## src/rtl/tlv_write_sched.sv

```systemverilog
// tlv_write_sched: arbitrates init/CPU/AGC code updates into single TLV5638 writes with post-write settling hold-off.
module tlv_write_sched #(
  parameter int          DATA_W      = 12,
  parameter int          MIN_CODE    = 1512,
  parameter int          PRESET_CODE = 1664,
  parameter logic [5:0]  CONF        = 6'b110001,
  parameter int          SETTLE_CYC  = 4096,
  parameter int          BUSY_TO     = 16
) (
  input  logic              clk,
  input  logic              rst,
  input  logic              found,
  input  logic [DATA_W-1:0] agc_code,
  input  logic              preset_req,
  input  logic              cpu_req,
  input  logic [DATA_W-1:0] cpu_code,
  output logic              cpu_ack,
  input  logic              dac_busy,
  output logic              dac_start,
  output logic [DATA_W-1:0] dac_data,
  output logic [5:0]        dac_conf,
  output logic [DATA_W-1:0] cur_code,
  output logic              settling,
  output logic [7:0]        drop_cnt
);
  localparam int CW = $clog2((SETTLE_CYC > BUSY_TO ? SETTLE_CYC : BUSY_TO) + 1);
  typedef enum logic [2:0] {IDLE, START, WAIT_HI, WAIT_LO, DONE, SETTLE} state_t;
  state_t            state_q, state_d;
  logic              found_q;
  logic              init_pend_q, init_pend_d, cpu_pend_q, cpu_pend_d, agc_pend_q, agc_pend_d;
  logic [DATA_W-1:0] cpu_val_q, cpu_val_d, agc_val_q, agc_val_d;
  logic [DATA_W-1:0] dac_data_q, dac_data_d, cur_code_q, cur_code_d;
  logic              grant_cpu_q, grant_cpu_d, dac_start_q, cpu_ack_q;
  logic [CW-1:0]     cnt_q, cnt_d;
  logic [7:0]        drop_q, drop_d;
  logic              edge_det, any_pend, accept;
  logic [DATA_W-1:0] clamped;
  always_comb begin
    edge_det   = found_q & ~found;
    any_pend   = init_pend_q | cpu_pend_q | agc_pend_q;
    // an edge is only taken when IDLE has nothing to grant this cycle
    accept     = edge_det && state_q == IDLE && !any_pend;
    clamped    = preset_req ? DATA_W'(PRESET_CODE)
               : (agc_code < DATA_W'(MIN_CODE) ? DATA_W'(MIN_CODE) : agc_code);
    state_d     = state_q;
    init_pend_d = init_pend_q;
    cpu_pend_d  = cpu_pend_q;
    agc_pend_d  = agc_pend_q;
    cpu_val_d   = cpu_val_q;
    agc_val_d   = agc_val_q;
    dac_data_d  = dac_data_q;
    grant_cpu_d = grant_cpu_q;
    cnt_d       = cnt_q;
    unique case (state_q)
      IDLE: if (any_pend) begin
        state_d     = START;
        grant_cpu_d = !init_pend_q && cpu_pend_q;
        dac_data_d  = init_pend_q ? DATA_W'(PRESET_CODE) : cpu_pend_q ? cpu_val_q : agc_val_q;
        init_pend_d = 1'b0;
        cpu_pend_d  = init_pend_q ? cpu_pend_q : 1'b0;
        agc_pend_d  = (init_pend_q || cpu_pend_q) ? agc_pend_q : 1'b0;
      end
      START: begin
        state_d = WAIT_HI;
        cnt_d   = '0;
      end
      WAIT_HI: begin
        state_d = dac_busy ? WAIT_LO : (cnt_q == CW'(BUSY_TO - 1) ? DONE : WAIT_HI);
        cnt_d   = cnt_q + CW'(1);
      end
      WAIT_LO: state_d = dac_busy ? WAIT_LO : DONE;
      DONE: begin
        state_d = SETTLE;
        cnt_d   = CW'(SETTLE_CYC - 1);
      end
      SETTLE: begin
        state_d = cnt_q == '0 ? IDLE : SETTLE;
        cnt_d   = cnt_q - CW'(1);
      end
      default: state_d = IDLE;
    endcase
    if (cpu_req) begin
      cpu_pend_d = 1'b1;
      cpu_val_d  = cpu_code;
    end
    if (accept) begin
      agc_pend_d = 1'b1;
      agc_val_d  = clamped;
    end
    drop_d     = (edge_det && !accept && drop_q != 8'hFF) ? drop_q + 8'd1 : drop_q;
    cur_code_d = state_d == DONE ? dac_data_q : cur_code_q;
  end
  always_ff @(posedge clk) begin
    if (rst) begin
      state_q     <= IDLE;
      found_q     <= 1'b0;
      init_pend_q <= 1'b1;
      cpu_pend_q  <= 1'b0;
      agc_pend_q  <= 1'b0;
      cpu_val_q   <= '0;
      agc_val_q   <= '0;
      dac_data_q  <= DATA_W'(PRESET_CODE);
      cur_code_q  <= DATA_W'(PRESET_CODE);
      grant_cpu_q <= 1'b0;
      dac_start_q <= 1'b0;
      cpu_ack_q   <= 1'b0;
      cnt_q       <= '0;
      drop_q      <= '0;
    end else begin
      state_q     <= state_d;
      found_q     <= found;
      init_pend_q <= init_pend_d;
      cpu_pend_q  <= cpu_pend_d;
      agc_pend_q  <= agc_pend_d;
      cpu_val_q   <= cpu_val_d;
      agc_val_q   <= agc_val_d;
      dac_data_q  <= dac_data_d;
      cur_code_q  <= cur_code_d;
      grant_cpu_q <= grant_cpu_d;
      dac_start_q <= state_q == START;
      cpu_ack_q   <= state_d == DONE && grant_cpu_q;
      cnt_q       <= cnt_d;
      drop_q      <= drop_d;
    end
  end
  assign dac_start = dac_start_q;
  assign cpu_ack   = cpu_ack_q;
  assign dac_data  = dac_data_q;
  assign dac_conf  = CONF;
  assign cur_code  = cur_code_q;
  assign settling  = state_q == SETTLE;
  assign drop_cnt  = drop_q;
endmodule

```

## config.mk

```make
export PLATFORM = sky130hd
export DESIGN_NAME = tlv_write_sched
export DESIGN_NICKNAME = d
export VERILOG_FILES = /design/src/rtl/tlv_write_sched.sv
export SDC_FILE = /design/constraint.sdc
export NUM_CORES = 1
export LEC_CHECK = 0
export ABC_AREA = 1
export CAP_MARGIN = 20
export CORE_MARGIN = 4
export CORE_UTILIZATION = 57
export CTS_BUF_LIST = sky130_fd_sc_hd__clkbuf_16
export DETAILED_ROUTE_END_ITERATION = 8
export DONT_BUFFER_PORTS = 1
export GPL_ROUTABILITY_DRIVEN = 0
export GPL_TIMING_DRIVEN = 0
export HOLD_SLACK_MARGIN = 0.1
export PLACE_DENSITY = 0.78
export SLEW_MARGIN = 20
export SYNTH_ARGS = -nofsm -noshare
export SYNTH_HDL_FRONTEND = slang
export SYNTH_SLANG_ARGS = --single-unit
```

## constraint.sdc

```tcl
create_clock -name clk -period 2 [get_ports clk]
set_input_delay 0.3 -clock clk [delete_from_list [all_inputs] [get_ports clk]]
set_output_delay 0.3 -clock clk [all_outputs]
set_load 0.05 [all_outputs]
```

==> flow_summary.toml <==
[detailed_routing]
num_vias = 4124
vias_per_cell = 5.833
drc = 0
drt-total-wl_mm = 11.41
wl_per_cell_um = 16.13
ant_nets = 0
drt_iter0_drc = 334
dr.pass1.iters = 5

[floorplanning]
die_area_sq_um = 8321
core_sq_um = 6756
io-pin-count = 71
die_w_um = 91.22
num_rows = 30
dieHeight_um = 91.22
start_util = 0.5843

[grt]
grt_max_degree = 15
antenna_found_initial = 0
grt.total_usage = 0.2683
grt-ovfl-total = 0
grt_pass1_wl_mm = 18.12
grt_pass1_vias = 3848

[yosys]
netlist_area_sq_um = 3948
synth_top_area_frac = 0.4006
synth_cell_type_count = 33
synth_area_leaders = "dfxtp_1 40%, nand2_1 12%, nor2_1 7.6%"
yosys_warnings = 0
synthCells = 582
ys_seq_elements = 79
avgSynthCellArea_sq_um = 6.783
synth_top_area_cell = "dfxtp_1"
yosysSeqAreaShare = 0.4006

[power_and_ir_drop]
power_density_nw_per_um2 = 933.1
p_leak_nw = 2.084
ir_worst_vdd_uv = 499.4

[worst_setup_path]
crit_path_end_kind = "flip-flop"
crit_arrival_ps = 2510
startpoint = "state_q[1]"
start_kind = "flip-flop"
cp_max_fo = 6
rr_startpoint = "state_q[1]"
required_ps = 2210
path_class = "flip-flop to flip-flop"

[cts]
cts_num_sinks = 79
cts_tree = "built"
clockBufferDepth = 2
cts_root_buf = "clkbuf_16"
cts_buffers = 9
clk_latency_ps = 340
path_clk_slew_ps = 60
cts_htree_levels = 3

[sta]
finalHoldViolCount = 0
period_minus_slack_ps = 2300
holdWs_ps = 101.8
fmax_mhz = 434.7
setup-tns-final_ps = -1782
finalSetupViolCount = 9
final_max_slew_viol_count = 0
setup_slack_ps = -300.5
rsz0062_at_grt = "yes"
fin_skew_ps = 7.583
period_share = 1.150
worst_slew_pin_slew_ps = 657.2
slew_headroom = 0.5603

[cells_and_area]
final_common_cell = "nand2_1"
n_antenna_cell = 0
fill_cells = 506
drive_gt1_frac = 0.1930
syn_to_final_growth_pct = 22.79
layout_common_cells = "112 x nand2_1, 74 x nor2_1, 72 x dfxtp_1"
fin_nets = 658

[run_status]
violations = "setup timing"
status = "complete, but fails checks"

[hold_path]
min_from = "cpu_code[8]"
hp-class = "primary input to flip-flop"

[place]
dp_slack_ps = -460.5
io_buffer_count = 0
dp_hpwl_mm = 7.613

[job]
max-cap-violations = 0
[stage by stage]
stage            util  std cells  cell area [sq um]  total power, mW
3_5_place_dp   0.6126        666               4139            2.615
3_3_place_gp   0.6126        666               4139            2.594
4_1_cts        0.6869        694               4641            4.476
5_1_grt        0.7174        707               4847            4.681
6_report       0.7174        707               4847            4.523
2_1_floorplan       -        586               4039            2.434
[cells in the mapped netlist]
cell,number
or2_1,1
nor3_1,5
a21oi_1,55
o21bai_1,4
dfxtp_1,79
nand3b_1,1
o21ai_1,1
nor2_4,1
buf_1,1
xor2_1,2
nand3_2,5
nand3_1,51
o22ai_1,3
o21ai_0,39
nand4_1,10
buf_2,4
a21oi_4,1
inv_1,60
buf_6,2
conb_1,2
nor4_1,1
nand2_1,121
buf_4,8
nand2_4,1
nor2_1,80
a31oi_1,11
o21a_1,1
inv_2,3
nand2_2,5
clkbuf_1,13
ha_1,6
o21bai_2,1
nor2_2,4
[path summary, 6_finish.rpt]
path / end / slack [ps] / cells past startpoint
max: cnt_q[9] / -300 / 12
min: cpu_val_q[8] / 100 / 2
max reg2reg: cnt_q[9] / -300 / 12
min reg2reg: agc_val_q[6] / 470 / 2
[cell families (layout without fill, tap and decap cells)]
kind of cell / Yosys count / after routing / synth area share
buffers and inverters: 91 / 132 / 0.09921
AOI/OAI and AO/OA: 116 / 116 / 0.1591
other: 2 / 6 / 0.001902
xor gates and xnor gates: 2 / 2 / 0.004438
DFF: 79 / 79 / 0.4006
adders and majority gates: 6 / 6 / 0.01902
and+or+nand+nor: 286 / 286 / 0.3157
[metal layers]
| layer | global-route usage | routed length (um) | part of all wire | vias up |
|---|---|---|---|---|
| met2 | 0.4310 | 5259 | 0.46 | 217 |
| met4 | 0.1030 | 321 | 0.028 | 0 |
| li1 | - | - | - | 1980 |
| met5 | 0 | 0 | 0 | - |
| met1 | 0.3328 | 4738 | 0.42 | 1897 |
| met3 | 0.08865 | 1087 | 0.095 | 30 |
[worst max-delay path, stage by stage (launching register included)]
cell        delay [ps]
dfxtp_4            370
inv_6               30
nand3_4             70
clkinvlp_4         430
ha_4               510
nand3_4            110
inv_2               80
nand2_2             50
nand3b_1           200
nand2_1            110
nand2_1             70
nand3_2             60
a21oi_1             50
[registers in the layout, indices dropped and copies added, names as in the netlist, 3 cells and up]
signal and cells:
drop_cnt 8, cpu_val_q 12, state_q 3, dac_data 12
cur_code 12, agc_val_q 12, cnt_q 13
[cell type report]
class	instances	area, sq um	share of cell area
inverters	63	247.7	0.05111
repair buffers	26	219.0	0.04517
clock inverters	6	88.84	0.01833
plain buffers	27	147.6	0.03046
well taps	80	100.1	0.02065
flip-flops and latches	79	1598	0.3296
clock buffers	10	250.2	0.05163
multi-input cells	416	2196	0.4530
[what timing repair did]
| item | CTS | global route |
|---|---|---|
| hold endpoints to repair | 2 | 0 |
| gates resized for setup | 22 | 36 |
| buffers inserted | 10 | 14 |
| hold buffers | 2 | 0 |
| setup endpoints to repair | 9 | 12 |
| pin swaps | 11 | 22 |
[power by group]
group / internal [mW] / total (mW) / leakage [nW] / switching [mW]
combinational: 0.229 / 0.749 / 1.27 / 0.519
clock: 1.17 / 1.84 / 0.166 / 0.668
sequential: 1.68 / 1.93 / 0.647 / 0.251
No activity file was read; power rests on OpenSTA's default activity.
